$ cat src/rtl/key_pkg.sv
// Shared types and default 50 MHz timing for the push-button conditioning stage.
package key_pkg;

  typedef enum logic [1:0] {
    RELEASED   = 2'd0,
    DB_PRESS   = 2'd1,
    PRESSED    = 2'd2,
    DB_RELEASE = 2'd3
  } key_state_e;

  localparam int unsigned KEY_DEBOUNCE_DEF = 32'd500000;
  localparam int unsigned KEY_HOLD_DEF     = 32'd25000000;
  localparam int unsigned KEY_REPEAT_DEF   = 32'd5000000;

  function automatic int unsigned max3(input int unsigned a, input int unsigned b,
                                       input int unsigned c);
    int unsigned m;
    m = (a > b) ? a : b;
    return (m > c) ? m : c;
  endfunction

endpackage

$ cat src/rtl/key_conditioner_if.sv
// Key-side bundle: raw active-low buttons in, conditioned levels and strobes out.
interface key_conditioner_if #(
  parameter int NKEYS = 3
);
  logic [NKEYS-1:0] key_raw_n;
  logic [NKEYS-1:0] key_level;
  logic [NKEYS-1:0] key_press;
  logic [NKEYS-1:0] key_release;
  logic [NKEYS-1:0] key_repeat;
  logic             any_press;

  modport master (
    output key_raw_n,
    input  key_level, key_press, key_release, key_repeat, any_press
  );

  modport slave (
    input  key_raw_n,
    output key_level, key_press, key_release, key_repeat, any_press
  );
endinterface

$ cat src/rtl/key_debounce_ch.sv
// One key channel: 2-FF synchroniser, debounce FSM, hold/auto-repeat counter.
module key_debounce_ch
  import key_pkg::*;
#(
  parameter int unsigned DEBOUNCE_CYCLES = KEY_DEBOUNCE_DEF,
  parameter int unsigned HOLD_CYCLES     = KEY_HOLD_DEF,
  parameter int unsigned REPEAT_CYCLES   = KEY_REPEAT_DEF,
  parameter int unsigned REPEAT_EN       = 32'd1
) (
  input  logic clk,
  input  logic rst_n,
  input  logic key_raw_n_i,
  output logic level_o,
  output logic press_o,
  output logic release_o,
  output logic repeat_o,
  output logic press_next_o
);

  localparam int unsigned CNT_MAX = max3(DEBOUNCE_CYCLES, HOLD_CYCLES, REPEAT_CYCLES);
  localparam int CW = $clog2(CNT_MAX) + 1;
  localparam logic [CW-1:0] CNT_ONE = {{(CW-1){1'b0}}, 1'b1};
  localparam logic [CW-1:0] DB_W    = CW'(DEBOUNCE_CYCLES);
  localparam logic [CW-1:0] HOLD_W  = CW'(HOLD_CYCLES);
  localparam logic [CW-1:0] REP_W   = CW'(REPEAT_CYCLES);

  logic          sync1_q, sync2_q;
  key_state_e    state_q;
  logic [CW-1:0] db_cnt_q;
  logic [CW-1:0] hold_cnt_q;
  logic          rep_phase_q;
  logic          level_q, press_q, release_q, repeat_q;
  logic          press_fire_s, release_fire_s, hold_hit_s;

  assign press_fire_s   = (state_q == DB_PRESS)   && !sync2_q && (db_cnt_q == DB_W);
  assign release_fire_s = (state_q == DB_RELEASE) &&  sync2_q && (db_cnt_q == DB_W);
  // The hold counter restarts after every repeat, so it is bounded by the larger target.
  assign hold_hit_s     = ((hold_cnt_q + CNT_ONE) == (rep_phase_q ? REP_W : HOLD_W));

  // Synchroniser, debounce FSM and registered strobes.
  always_ff @(posedge clk or negedge rst_n) begin
    if (!rst_n) begin
      sync1_q     <= 1'b1;
      sync2_q     <= 1'b1;
      state_q     <= RELEASED;
      db_cnt_q    <= '0;
      hold_cnt_q  <= '0;
      rep_phase_q <= 1'b0;
      level_q     <= 1'b0;
      press_q     <= 1'b0;
      release_q   <= 1'b0;
      repeat_q    <= 1'b0;
    end else begin
      sync1_q   <= key_raw_n_i;
      sync2_q   <= sync1_q;
      press_q   <= 1'b0;
      release_q <= 1'b0;
      repeat_q  <= 1'b0;
      case (state_q)
        RELEASED: begin
          if (!sync2_q) begin
            state_q  <= DB_PRESS;
            db_cnt_q <= CNT_ONE;
          end
        end
        DB_PRESS: begin
          if (sync2_q) begin
            state_q <= RELEASED;
          end else if (press_fire_s) begin
            state_q     <= PRESSED;
            press_q     <= 1'b1;
            level_q     <= 1'b1;
            hold_cnt_q  <= '0;
            rep_phase_q <= 1'b0;
          end else begin
            db_cnt_q <= db_cnt_q + CNT_ONE;
          end
        end
        PRESSED: begin
          if (sync2_q) begin
            state_q  <= DB_RELEASE;
            db_cnt_q <= CNT_ONE;
          end else if (hold_hit_s) begin
            hold_cnt_q  <= '0;
            rep_phase_q <= 1'b1;
            repeat_q    <= (REPEAT_EN != 32'd0) ? 1'b1 : 1'b0;
          end else begin
            hold_cnt_q <= hold_cnt_q + CNT_ONE;
          end
        end
        DB_RELEASE: begin
          if (!sync2_q) begin
            state_q <= PRESSED;
          end else if (release_fire_s) begin
            state_q   <= RELEASED;
            release_q <= 1'b1;
            level_q   <= 1'b0;
          end else begin
            db_cnt_q <= db_cnt_q + CNT_ONE;
          end
        end
        default: begin
          state_q <= RELEASED;
          level_q <= 1'b0;
        end
      endcase
    end
  end

  assign level_o      = level_q;
  assign press_o      = press_q;
  assign release_o    = release_q;
  assign repeat_o     = repeat_q;
  assign press_next_o = press_fire_s;

endmodule

$ cat src/rtl/key_conditioner.sv
// NKEYS independent debounce channels plus a registered OR of the press strobes.
module key_conditioner
  import key_pkg::*;
#(
  parameter int          NKEYS           = 3,
  parameter int unsigned DEBOUNCE_CYCLES = KEY_DEBOUNCE_DEF,
  parameter int unsigned HOLD_CYCLES     = KEY_HOLD_DEF,
  parameter int unsigned REPEAT_CYCLES   = KEY_REPEAT_DEF,
  parameter int unsigned REPEAT_EN       = 32'd1
) (
  input  logic             CLOCK_50,
  input  logic             rst_n,
  key_conditioner_if.slave kif
);

  logic [NKEYS-1:0] level_s, press_s, release_s, repeat_s, press_next_s;
  logic             any_press_q;

  for (genvar g = 0; g < NKEYS; g++) begin : g_ch
    key_debounce_ch #(
      .DEBOUNCE_CYCLES (DEBOUNCE_CYCLES),
      .HOLD_CYCLES     (HOLD_CYCLES),
      .REPEAT_CYCLES   (REPEAT_CYCLES),
      .REPEAT_EN       (REPEAT_EN)
    ) u_ch (
      .clk          (CLOCK_50),
      .rst_n        (rst_n),
      .key_raw_n_i  (kif.key_raw_n[g]),
      .level_o      (level_s[g]),
      .press_o      (press_s[g]),
      .release_o    (release_s[g]),
      .repeat_o     (repeat_s[g]),
      .press_next_o (press_next_s[g])
    );
  end

  // Built from the channels' next-cycle press so it lines up with key_press.
  always_ff @(posedge CLOCK_50 or negedge rst_n) begin
    if (!rst_n) begin
      any_press_q <= 1'b0;
    end else begin
      any_press_q <= |press_next_s;
    end
  end

  assign kif.key_level   = level_s;
  assign kif.key_press   = press_s;
  assign kif.key_release = release_s;
  assign kif.key_repeat  = repeat_s;
  assign kif.any_press   = any_press_q;

endmodule

$ cat src/flat_wrapper.sv
// flat-port wrapper written by rule: the top's interface ports become plain ports
module key_conditioner_flat import key_pkg::*;
#(
  parameter int          NKEYS           = 3,
  parameter int unsigned DEBOUNCE_CYCLES = KEY_DEBOUNCE_DEF,
  parameter int unsigned HOLD_CYCLES     = KEY_HOLD_DEF,
  parameter int unsigned REPEAT_CYCLES   = KEY_REPEAT_DEF,
  parameter int unsigned REPEAT_EN       = 32'd1
)
  (CLOCK_50, rst_n, kif_key_raw_n, kif_key_level, kif_key_press, kif_key_release, kif_key_repeat, kif_any_press);
  key_conditioner_if #(.NKEYS(NKEYS)) kif_i ();
  input  logic CLOCK_50;
  input  logic rst_n;
  input wire logic [$bits(kif_i.key_raw_n)-1:0] kif_key_raw_n;
  output wire logic [$bits(kif_i.key_level)-1:0] kif_key_level;
  output wire logic [$bits(kif_i.key_press)-1:0] kif_key_press;
  output wire logic [$bits(kif_i.key_release)-1:0] kif_key_release;
  output wire logic [$bits(kif_i.key_repeat)-1:0] kif_key_repeat;
  output wire logic [$bits(kif_i.any_press)-1:0] kif_any_press;
  assign kif_i.key_raw_n = kif_key_raw_n;
  assign kif_key_level = kif_i.key_level;
  assign kif_key_press = kif_i.key_press;
  assign kif_key_release = kif_i.key_release;
  assign kif_key_repeat = kif_i.key_repeat;
  assign kif_any_press = kif_i.any_press;
  key_conditioner #(.NKEYS(NKEYS), .DEBOUNCE_CYCLES(DEBOUNCE_CYCLES), .HOLD_CYCLES(HOLD_CYCLES), .REPEAT_CYCLES(REPEAT_CYCLES), .REPEAT_EN(REPEAT_EN)) u_core (.CLOCK_50(CLOCK_50), .rst_n(rst_n), .kif(kif_i));
endmodule
$ cat config.mk
export PLATFORM = sky130hd
export DESIGN_NAME = key_conditioner_flat
export DESIGN_NICKNAME = d
export VERILOG_FILES = /design/src/rtl/key_pkg.sv /design/src/rtl/key_conditioner_if.sv /design/src/rtl/key_debounce_ch.sv /design/src/rtl/key_conditioner.sv /design/src/flat_wrapper.sv
export SDC_FILE = /design/constraint.sdc
export NUM_CORES = 1
export LEC_CHECK = 0
export CAP_MARGIN = 5
export CORE_MARGIN = 8
export CORE_UTILIZATION = 25
export DETAILED_ROUTE_END_ITERATION = 10
export PLACE_DENSITY = 0.4
export SYNTH_ARGS = -nofsm -noshare
export SYNTH_HDL_FRONTEND = slang
export SYNTH_SLANG_ARGS = --single-unit
$ cat constraint.sdc
create_clock -name CLOCK_50 -period 7.5 [get_ports CLOCK_50]
set_input_delay 1.5 -clock CLOCK_50 [delete_from_list [all_inputs] [get_ports CLOCK_50]]
set_output_delay 1.5 -clock CLOCK_50 [all_outputs]
set_load 0.03 [all_outputs]
==> metrics.csv <==
metric;value;unit
ioPinCount;18;
status;completed;
period_share;51.69;%
grt-ovfl-total;0;
period_minus_slack;3.877;ns
critPathMaxStageDelay;0.62;ns
nets;1207;
synth_cells;1220;
cts_tree;yes;
fmax;257.9;MHz
synth_edf_count;0;
clkSinkCount;184;
power;2.036;mW
startpoint_type;flip-flop;
worst_pin_slew;1.134;ns
cts.path.max_buffers;2;
ys_ff_latch;184;
ctsRootBufferMaster;clkbuf_16;
syn_area;10750;sq um
drt-initial-drc-count;782;
fp.dieW;223.4;microns
fillers;4509;
ys_seq_area_share;42.90;%
place.gp.congestion;0.8162;
yosys_warnings;0;
wire_per_inst;15.75;microns
netlist_top_cells_count;dfrtp_1 (178), nor2_1 (144), nand2_1 (113);
end_kind;flip-flop;
worst_ep_arrival_time;4.28;ns
crit_path_cell_trace;inv_1 > ha_1 > or4b_2 > nor4_1 > and3_1 > nand2_1 > a21o_1 > nor3_2 > buf_4 > mux2_2;
crit_required;7.91;ns
slew_headroom;24.39;%
grtUsageTotal;11.50;%
ys_types;73;
syn_area_per_cell;8.812;sq um
wl;27590;microns
syn_to_final_growth;10.95;%
cp_top_family;simple AND/OR/NAND/NOR gates;
drc;0;
clock_latency;0.47;ns
n_antenna_cell;0;
die-area;49890;sq um
rsz0062_at_grt;false;
ys.flop_type;dfrtp_1;
synth_top_area_share;41.43;%
fin_tns_setup;0;ns
worstSetupPathType;flip-flop to flip-flop;
cts_resized;0;
ant_nets;0;
critPathSlowestCell;nor4_1;
viasPerCell;5.002;
cp_max_fo;18;
grt_pass1_wl;46730;microns
maxCapViolCount;0;
postCtsSetupBuffers;0;
core_area;42790;sq um
skew;0.008662;ns
hp-class;flip-flop to flip-flop;
numCtsBuffers;17;
synth-async-reset-ratio;100.0;%
yosys.area.top_type;dfrtp_1;
syn_nets;1234;
dp_hpwl;18920;microns
post_route_cells_drive_above_1_share;5.556;%
firstDrtPassIters;7;
grt_antenna_before_repair;0;
grt_max_degree;70;
clk_pin_slew_worst_paths;0.07;ns
place.port_buffers;17;
peakVddDrop;0.00009455;V
h-tree-depth;4;
critPathBufInv;2;
die_y;223.4;microns
slew_viol_final;0;
powerDensity;170.7;nW/um^2
setup_viol;0;
initial_core_util;25.12;%
synth_top_cells_by_area;dfrtp_1 (41%), xor2_1 (5.1%), nor2_1 (5.0%);
hold_viol;0;
num_rows;76;
cts_hold_buf;0;
vias;8764;
p_leak;4.707;nW
yosysMostFrequentCell;dfrtp_1;
grt_pass1_vias;8613;
-- per-stage QoR --
step	cells	util, %	setup slack, ns	cell area (sq um)	hold slack (ns)
after global routing	1752	27.87	3.299	11930	0.3652
after global placement	1720	26.48	3.585	11330	0.3471
after detailed placement	1720	26.48	3.601	11330	0.3475
final	1752	27.87	3.623	11930	0.3579
after floorplan	1220	-	4.169	10750	0.3452
after CTS	1752	27.87	3.576	11930	0.3582
-- layout make-up --
| type | instances | area [sq um] | share of cell area [%] |
|---|---|---|---|
| multi-input cells | 931 | 5663 | 47.48 |
| flip-flops and latches | 184 | 4612 | 38.67 |
| well taps | 546 | 683.2 | 5.727 |
| clock buffers | 21 | 450.4 | 3.776 |
| repair buffers | 28 | 256.5 | 2.150 |
| clock inverters | 11 | 146.4 | 1.227 |
| inverters | 31 | 116.4 | 0.9756 |
-- placed cells by master, fill, tap and decap left out, types with 10 or more instances in the layout --
cell type        count
nand2_1            113
and4_1              14
nor3_1              33
nor4_1              23
or4_1               13
clkbuf_16           17
dfrtp_1            178
and3_1              42
nand2b_1            10
xor2_1              62
buf_4               11
nand3_1             93
nand4_1             43
a22o_1              13
o31ai_1             16
nor2_1             144
clkdlybuf4s50_1     16
xnor2_1             37
o21ai_0             48
mux2i_1             10
a21oi_1             28
a31oi_1             13
or3_1               28
and2_1              14
inv_1               31
-- worst paths after layout --
path | slack (ns) | start | depth (start not counted) | endpoint
hold / removal | 0.36 | u_core.g_ch[1].u_ch.sync1_q | 0 | u_core.g_ch[1].u_ch.sync2_q
min in group asynchronous | 1.02 | rst_n | 1 | u_core.g_ch[2].u_ch.hold_cnt_q[5]
setup / recovery | 3.62 | u_core.g_ch[0].u_ch.db_cnt_q[0] | 10 | u_core.g_ch[0].u_ch.hold_cnt_q[0]
setup reg to reg | 3.62 | u_core.g_ch[0].u_ch.db_cnt_q[0] | 10 | u_core.g_ch[0].u_ch.hold_cnt_q[0]
hold reg to reg | 0.36 | u_core.g_ch[1].u_ch.sync1_q | 0 | u_core.g_ch[1].u_ch.sync2_q
max in group asynchronous | 5.15 | rst_n | 2 | u_core.g_ch[0].u_ch.db_cnt_q[19]
-- state kept, by name, indices dropped and copies added, names as in the netlist, named ones only --
name / flops
u_core.g_ch.u_ch.state_q: 3
u_core.g_ch.u_ch.release_o: 3
u_core.g_ch.u_ch.repeat_o: 3
u_core.g_ch.u_ch.sync1_q: 3
u_core.g_ch.u_ch.db_cnt_q: 78
u_core.g_ch.u_ch.rep_phase_q: 3
u_core.g_ch.u_ch.hold_cnt_q: 78
u_core.kif.any_press: 1
u_core.g_ch.u_ch.press_o: 3
u_core.g_ch.u_ch.level_o: 3
u_core.g_ch.u_ch.sync2_q: 3
-- report_power, final --
group	internal, mW	switching, mW	leakage, nW
Clock	0.534	0.410	0.293
Combinational	0.0196	0.0445	1.89
Sequential	1.01	0.0213	2.53
-- cell families (layout without fill, tap and decap cells) --
| kind of cell | after synthesis | in the layout | synth area share [%] |
|---|---|---|---|
| and+or+nand+nor | 616 | 616 | 29.95 |
| AOI/OAI and AO/OA | 196 | 196 | 12.58 |
| DFF | 184 | 184 | 42.90 |
| buffers and inverters | 105 | 91 | 4.423 |
| xor gates and xnor gates | 99 | 99 | 8.066 |
| muxes | 11 | 11 | 1.036 |
| adders and majority gates | 9 | 9 | 1.048 |
-- per-layer routing --
metal	GRT usage, %	share of wire (%)	vias to the layer above
met4	4.652	2.2	0
li1	-	-	4366
met5	0	0	-
met1	15.60	50	4260
met3	2.666	3.1	37
met2	17.43	44	101
(Power assumes the default switching activity.)
